### config.mk
export PLATFORM = sky130hd
export DESIGN_NAME = rc4_phase_sequencer
export DESIGN_NICKNAME = d
export VERILOG_FILES = /design/src/rtl/rc4_pkg.sv /design/src/rtl/rc4_phase_sequencer_s_mem_mux.sv /design/src/rtl/rc4_phase_sequencer.sv
export SDC_FILE = /design/constraint.sdc
export NUM_CORES = 1
export LEC_CHECK = 0
export CORE_MARGIN = 10
export CORE_UTILIZATION = 45
export CTS_CLUSTER_DIAMETER = 40
export DETAILED_ROUTE_END_ITERATION = 12
export PLACE_DENSITY = 0.83
export SYNTH_ARGS = -nofsm -noshare
export SYNTH_HDL_FRONTEND = slang
export SYNTH_SLANG_ARGS = --single-unit
export TNS_END_PERCENT = 10
### constraint.sdc
create_clock -name clk -period 5 [get_ports clk]
set_input_delay 0.5 -clock clk [delete_from_list [all_inputs] [get_ports clk]]
set_output_delay 0.5 -clock clk [all_outputs]
set_load 0.02 [all_outputs]
### src/rtl/rc4_pkg.sv
// rtl/rc4_pkg.sv - shared types and widths for the RC4 phase sequencer
package rc4_pkg;

    localparam int KEY_WIDTH_DEF = 24;
    localparam int S_ADDR_W      = 8;
    localparam int S_DATA_W      = 8;

    typedef enum logic [3:0] {
        ST_IDLE,
        ST_INIT_RUN,
        ST_INIT_GAP,
        ST_KSA_RUN,
        ST_KSA_GAP,
        ST_PRGA_RUN,
        ST_EVAL,
        ST_FOUND,
        ST_EXHAUSTED
    } state_t;

    typedef enum logic [1:0] {
        GR_NONE,
        GR_INIT,
        GR_KSA,
        GR_PRGA
    } grant_t;

    // Only RUN states own the S-RAM port; everything else parks it at zero.
    function automatic grant_t grant_of(input state_t s);
        case (s)
            ST_INIT_RUN: return GR_INIT;
            ST_KSA_RUN:  return GR_KSA;
            ST_PRGA_RUN: return GR_PRGA;
            default:     return GR_NONE;
        endcase
    endfunction

endpackage

### src/rtl/rc4_phase_sequencer_s_mem_mux.sv
// rtl/rc4_phase_sequencer_s_mem_mux.sv - combinational 3:1 S-RAM port mux keyed by grant
module s_mem_mux
    import rc4_pkg::*;
(
    input  grant_t              grant,
    input  logic [S_ADDR_W-1:0] init_addr,
    input  logic [S_DATA_W-1:0] init_wdata,
    input  logic                init_wren,
    input  logic [S_ADDR_W-1:0] ksa_addr,
    input  logic [S_DATA_W-1:0] ksa_wdata,
    input  logic                ksa_wren,
    input  logic [S_ADDR_W-1:0] prga_addr,
    input  logic [S_DATA_W-1:0] prga_wdata,
    input  logic                prga_wren,
    output logic [S_ADDR_W-1:0] s_address,
    output logic [S_DATA_W-1:0] s_data,
    output logic                s_wren
);

    always_comb begin
        s_address = '0;
        s_data    = '0;
        s_wren    = 1'b0;
        case (grant)
            GR_INIT: begin
                s_address = init_addr;
                s_data    = init_wdata;
                s_wren    = init_wren;
            end
            GR_KSA: begin
                s_address = ksa_addr;
                s_data    = ksa_wdata;
                s_wren    = ksa_wren;
            end
            GR_PRGA: begin
                s_address = prga_addr;
                s_data    = prga_wdata;
                s_wren    = prga_wren;
            end
            default: ;
        endcase
    end

endmodule

### src/rtl/rc4_phase_sequencer.sv
// rtl/rc4_phase_sequencer.sv - sequences init/KSA/PRGA per candidate key and owns the S-RAM port
module rc4_phase_sequencer
    import rc4_pkg::*;
#(
    parameter int                   KEY_WIDTH = KEY_WIDTH_DEF,
    parameter logic [KEY_WIDTH-1:0] KEY_START = '0,
    parameter logic [KEY_WIDTH-1:0] KEY_MAX   = KEY_WIDTH'(24'h3FFFFF)
) (
    input  logic                 clk,
    input  logic                 reset_n,
    input  logic                 start,
    input  logic                 abort,
    output logic [KEY_WIDTH-1:0] key,
    output logic                 init_start,
    output logic                 ksa_start,
    output logic                 prga_start,
    input  logic                 init_done,
    input  logic                 ksa_done,
    input  logic                 prga_done,
    input  logic                 prga_ok,
    input  logic [S_ADDR_W-1:0]  init_addr,
    input  logic [S_ADDR_W-1:0]  ksa_addr,
    input  logic [S_ADDR_W-1:0]  prga_addr,
    input  logic [S_DATA_W-1:0]  init_wdata,
    input  logic [S_DATA_W-1:0]  ksa_wdata,
    input  logic [S_DATA_W-1:0]  prga_wdata,
    input  logic                 init_wren,
    input  logic                 ksa_wren,
    input  logic                 prga_wren,
    output logic [S_ADDR_W-1:0]  s_address,
    output logic [S_DATA_W-1:0]  s_data,
    output logic                 s_wren,
    output logic                 busy,
    output logic                 found,
    output logic                 exhausted
);

    state_t               state_q, state_d;
    grant_t               grant_q;
    logic [KEY_WIDTH-1:0] key_q;
    logic                 ok_q;
    logic                 found_q;
    logic                 exh_q;

    logic load_key, inc_key, latch_ok, clr_flags, set_found, set_exh;

    always_ff @(posedge clk or negedge reset_n) begin
        if (!reset_n) begin
            state_q <= ST_IDLE;
            grant_q <= GR_NONE;
            key_q   <= KEY_START;
            ok_q    <= 1'b0;
            found_q <= 1'b0;
            exh_q   <= 1'b0;
        end else begin
            state_q <= state_d;
            grant_q <= grant_of(state_d);
            if (load_key) begin
                key_q <= KEY_START;
            end else if (inc_key) begin
                key_q <= key_q + KEY_WIDTH'(1);
            end
            if (latch_ok) begin
                ok_q <= prga_ok;
            end
            if (clr_flags) begin
                found_q <= 1'b0;
                exh_q   <= 1'b0;
            end
            if (set_found) begin
                found_q <= 1'b1;
            end
            if (set_exh) begin
                exh_q <= 1'b1;
            end
        end
    end

    // abort overrides every other event; done inputs only matter in their own RUN state
    always_comb begin
        state_d   = state_q;
        load_key  = 1'b0;
        inc_key   = 1'b0;
        latch_ok  = 1'b0;
        clr_flags = 1'b0;
        set_found = 1'b0;
        set_exh   = 1'b0;
        if (abort) begin
            state_d = ST_IDLE;
        end else begin
            case (state_q)
                ST_IDLE, ST_FOUND, ST_EXHAUSTED: begin
                    if (start) begin
                        state_d   = ST_INIT_RUN;
                        load_key  = 1'b1;
                        clr_flags = 1'b1;
                    end
                end
                ST_INIT_RUN: if (init_done) state_d = ST_INIT_GAP;
                ST_INIT_GAP: state_d = ST_KSA_RUN;
                ST_KSA_RUN:  if (ksa_done) state_d = ST_KSA_GAP;
                ST_KSA_GAP:  state_d = ST_PRGA_RUN;
                ST_PRGA_RUN: begin
                    if (prga_done) begin
                        latch_ok = 1'b1;
                        state_d  = ST_EVAL;
                    end
                end
                ST_EVAL: begin
                    if (ok_q) begin
                        state_d   = ST_FOUND;
                        set_found = 1'b1;
                    end else if (key_q == KEY_MAX) begin
                        state_d = ST_EXHAUSTED;
                        set_exh = 1'b1;
                    end else begin
                        state_d = ST_INIT_RUN;
                        inc_key = 1'b1;
                    end
                end
                default: state_d = ST_IDLE;
            endcase
        end
    end

    assign key        = key_q;
    assign init_start = (state_q == ST_INIT_RUN);
    assign ksa_start  = (state_q == ST_KSA_RUN);
    assign prga_start = (state_q == ST_PRGA_RUN);
    assign busy       = (state_q != ST_IDLE) && (state_q != ST_FOUND) && (state_q != ST_EXHAUSTED);
    assign found      = found_q;
    assign exhausted  = exh_q;

    s_mem_mux u_mux (
        .grant      (grant_q),
        .init_addr  (init_addr),
        .init_wdata (init_wdata),
        .init_wren  (init_wren),
        .ksa_addr   (ksa_addr),
        .ksa_wdata  (ksa_wdata),
        .ksa_wren   (ksa_wren),
        .prga_addr  (prga_addr),
        .prga_wdata (prga_wdata),
        .prga_wren  (prga_wren),
        .s_address  (s_address),
        .s_data     (s_data),
        .s_wren     (s_wren)
    );

endmodule

==> results.py <==
metrics = {
    "cts": {
        "clockBufferDepth": 2,
        "cts_setup_buffers": 0,
        "htree_levels": 2,
        "hold_buffers": 0,
        "root_buffer": "clkbuf_8",
        "numClockSinks": 33,
        "cts_buffers": 5,
        "clkLatencyLatePin_ns": 0.28,
        "cts_resized": 0,
        "cts.clk_slew.worst_paths_ns": 0.06,
        "cts_tree": "yes",
    },
    "routing": {
        "wl_mm": 7.92,
        "drtIter0Drc": 106,
        "drcViolationCount": 0,
        "drt.antenna.violating_nets": 0,
        "wl_per_cell_um": 18.4,
        "num_vias": 2471,
        "viasPerCell": 5.75,
        "firstDrtPassIters": 4,
    },
    "worst_hold_path": {
        "hp-class": "reg2reg",
    },
    "run_status": {
        "status": "completed",
    },
    "power": {
        "internal_power_uw": 500,
        "power_switching_uw": 210,
        "p_leak_uw": 0.00135,
        "p_per_area_mw_per_mm2": 202,
        "combPwrFrac_pct": 31.8,
        "peakVddDrop_v": 0.000145,
        "pwr-share-clk_pct": 26.8,
        "switching_share_pct": 29.6,
        "p_seq_share_pct": 41.4,
    },
    "layout": {
        "final_nets": 419,
        "stdcell_count": 430,
        "drive_gt1_share_pct": 10.0,
        "num_antenna_cells": 0,
        "syn2layout_area_growth_pct": 50.2,
    },
    "yosys": {
        "syn_nets": 320,
        "avgSynthCellArea_um2": 9.01,
        "netlist.top_cell.by_area": "dfrtp_1",
        "synth_cell_types": 50,
        "async_flop_share_pct": 100,
        "ys.flop_type": "dfrtp_1",
        "netlist_top_cells_area": "dfrtp_1 (35%), mux2_2 (8.6%), a22o_1 (7.1%)",
        "syn_area_mm2": 0.00234,
        "synth-edff-count": 0,
        "synth_top_area_share_pct": 35.2,
        "ys_seq_elements": 33,
        "seq_area_frac_synth_pct": 35.2,
        "yosys_warnings": 0,
        "synthCells": 260,
    },
    "setup_path": {
        "cp_slowest_stage_delay_ns": 0.98,
        "cp-start-kind": "register",
        "critPathTopFamily": "simple AND/OR/NAND/NOR gates",
        "cp_data_required_time_ns": 4.50,
        "cp_data_arrival_time_ns": 2.99,
        "critPathKind": "reg2out",
        "path_cells": "nor2b_1 > a22o_1 > clkdlybuf4s50_1",
        "critPathBufInv": 1,
        "path_max_fanout": 18,
        "endpoint_kind": "primary output",
        "slowest_stage": "nor2b_1",
    },
    "sta": {
        "finalCriticalPeriod_ns": 3.49,
        "worst_slew_margin_rel_pct": 23.8,
        "slew_violations": 0,
        "finClkSkew_ns": 0.00418,
        "fmax_ghz": 0.287,
        "tightest_slew_ns": 1.14,
        "rsz0062_at_grt": "false",
        "setup_viol": 0,
        "setup_tns_ns": 0,
        "hold_viol": 0,
        "timing.final.crit_share_pct": 69.7,
    },
    "placement": {
        "dp.final_hpwl_mm": 6.17,
        "place_inst": 422,
        "gp_congestion": 0.869,
        "port_buffers": 105,
    },
    "floorplan": {
        "die_y_um": 92.2,
        "rows": 26,
        "die_w_um": 92.2,
        "design.die.area_mm2": 0.00849,
        "design.core.area_mm2": 0.00507,
        "io_pins": 106,
        "start_util_pct": 46.2,
    },
    "grt": {
        "grtUsageTotal_pct": 18.0,
        "grt-ovfl-total": 0,
        "grt_max_degree": 34,
        "first_global_vias": 2380,
        "grt_pass1_wl_mm": 12.7,
        "antenna_found_initial": 0,
    },
    "flow_run": {
        "cap_viol_max_count": 0,
    },
}
layout by cell type (no fill, tap or decap), types with 6 or more instances in the layout:
cell type and count:
xnor2_1 11, a22o_1 19, nor3_1 11, nand2b_1 7, nand3_1 8, dfrtp_1 33, mux2_2 18, nand2_1 18
nor2_1 27, nor4_1 7, o21ai_0 6, a21oi_1 15, or3_1 7, clkdlybuf4s50_1 105
final timing paths:
check,endpoint,slack (ns),start,depth (start not counted)
setup / recovery,s_address[5],1.51,grant_q[0],3
hold / removal,exhausted,0.54,exhausted,1
setup reg to reg,key[17],2.51,state_q[0],5
hold reg to reg,exhausted,0.54,exhausted,1
max in group asynchronous,state_q[3],4.08,reset_n,2
min in group asynchronous,key[6],0.61,reset_n,2
worst reg2reg max path: stages (launching register included):
cell       delay (ns)
dfrtp_1          0.53
nand4bb_1        0.36
nand2b_1         0.42
a2111o_1         0.58
or3_1            0.38
a21oi_1          0.14
registers in the layout, indices dropped and copies added (netlist names):
signal / flops
exhausted: 1
found: 1
grant_q: 2
key: 24
ok_q: 1
state_q: 4
cells in the mapped netlist, types with 2 or more instances:
master	count
mux2_2	18
dfrtp_1	33
clkbuf_1	13
xor2_1	3
and3_1	2
a2111oi_0	2
nor2b_1	2
nand4b_1	2
a31oi_1	2
nor4_1	7
nor2_1	27
a22o_1	19
or4_1	2
or3_1	7
buf_1	2
xnor2_1	11
nor4b_1	2
nand2_1	18
nand4_1	4
mux2i_1	3
o21ai_0	6
and2_1	2
nor3b_1	2
a211oi_1	2
nand4bb_1	2
a21oi_1	15
nor3_1	11
or2_2	2
nand3_1	8
inv_1	5
nand2b_1	7
power groups by stage:
| stage | sequential, uW | combinational, uW | clock, uW |
|---|---|---|---|
| global route | 296 | 242 | 207 |
| finish | 294 | 226 | 190 |
| global placement | 297 | 223 | 0 |
| CTS | 293 | 228 | 194 |
| detailed placement | 298 | 227 | 0 |
| floorplan | 280 | 131 | 0 |
final cells by class:
cell class	count	area, um^2
Clock buffer	8	80.1
Fill cell	429	1550
Inverter	5	18.8
Multi-Input combinational cell	207	1440
Sequential cell	33	826
Tap cell	70	87.6
Timing Repair Buffer	107	1070
per-stage QoR:
stage	util (%)	cell area (um^2)	total power (uW)	setup slack, ns	hold WS [ns]
2_1_floorplan	-	2340	411	2.93	0.204
3_3_place_gp	67.8	3440	520	1.94	0.524
3_5_place_dp	67.8	3440	525	1.81	0.529
4_1_cts	69.4	3520	715	1.51	0.543
5_1_grt	69.4	3520	745	1.35	0.544
6_report	69.4	3520	710	1.51	0.541
cells by family after synthesis:
group,after synthesis,share of synthesized area [%]
and+or+nand+nor,116,28.6
AOI/OAI and AO/OA,55,17.3
DFF,33,35.2
muxes,21,9.93
buffers and inverters,20,3.20
xor gates and xnor gates,14,5.23
adders and majority gates,1,0.534
per-layer routing:
layer  track usage, %  wire length (um)  part of all wire (%)  up-vias
met5                0                 0                     0        -
met4             3.60                54                  0.68        0
met3             5.87               652                   8.2        7
met2             28.6              3560                    45      115
met1             23.3              3650                    46     1184
li1                 -                 -                     -     1165
(Power assumes the default switching activity.)
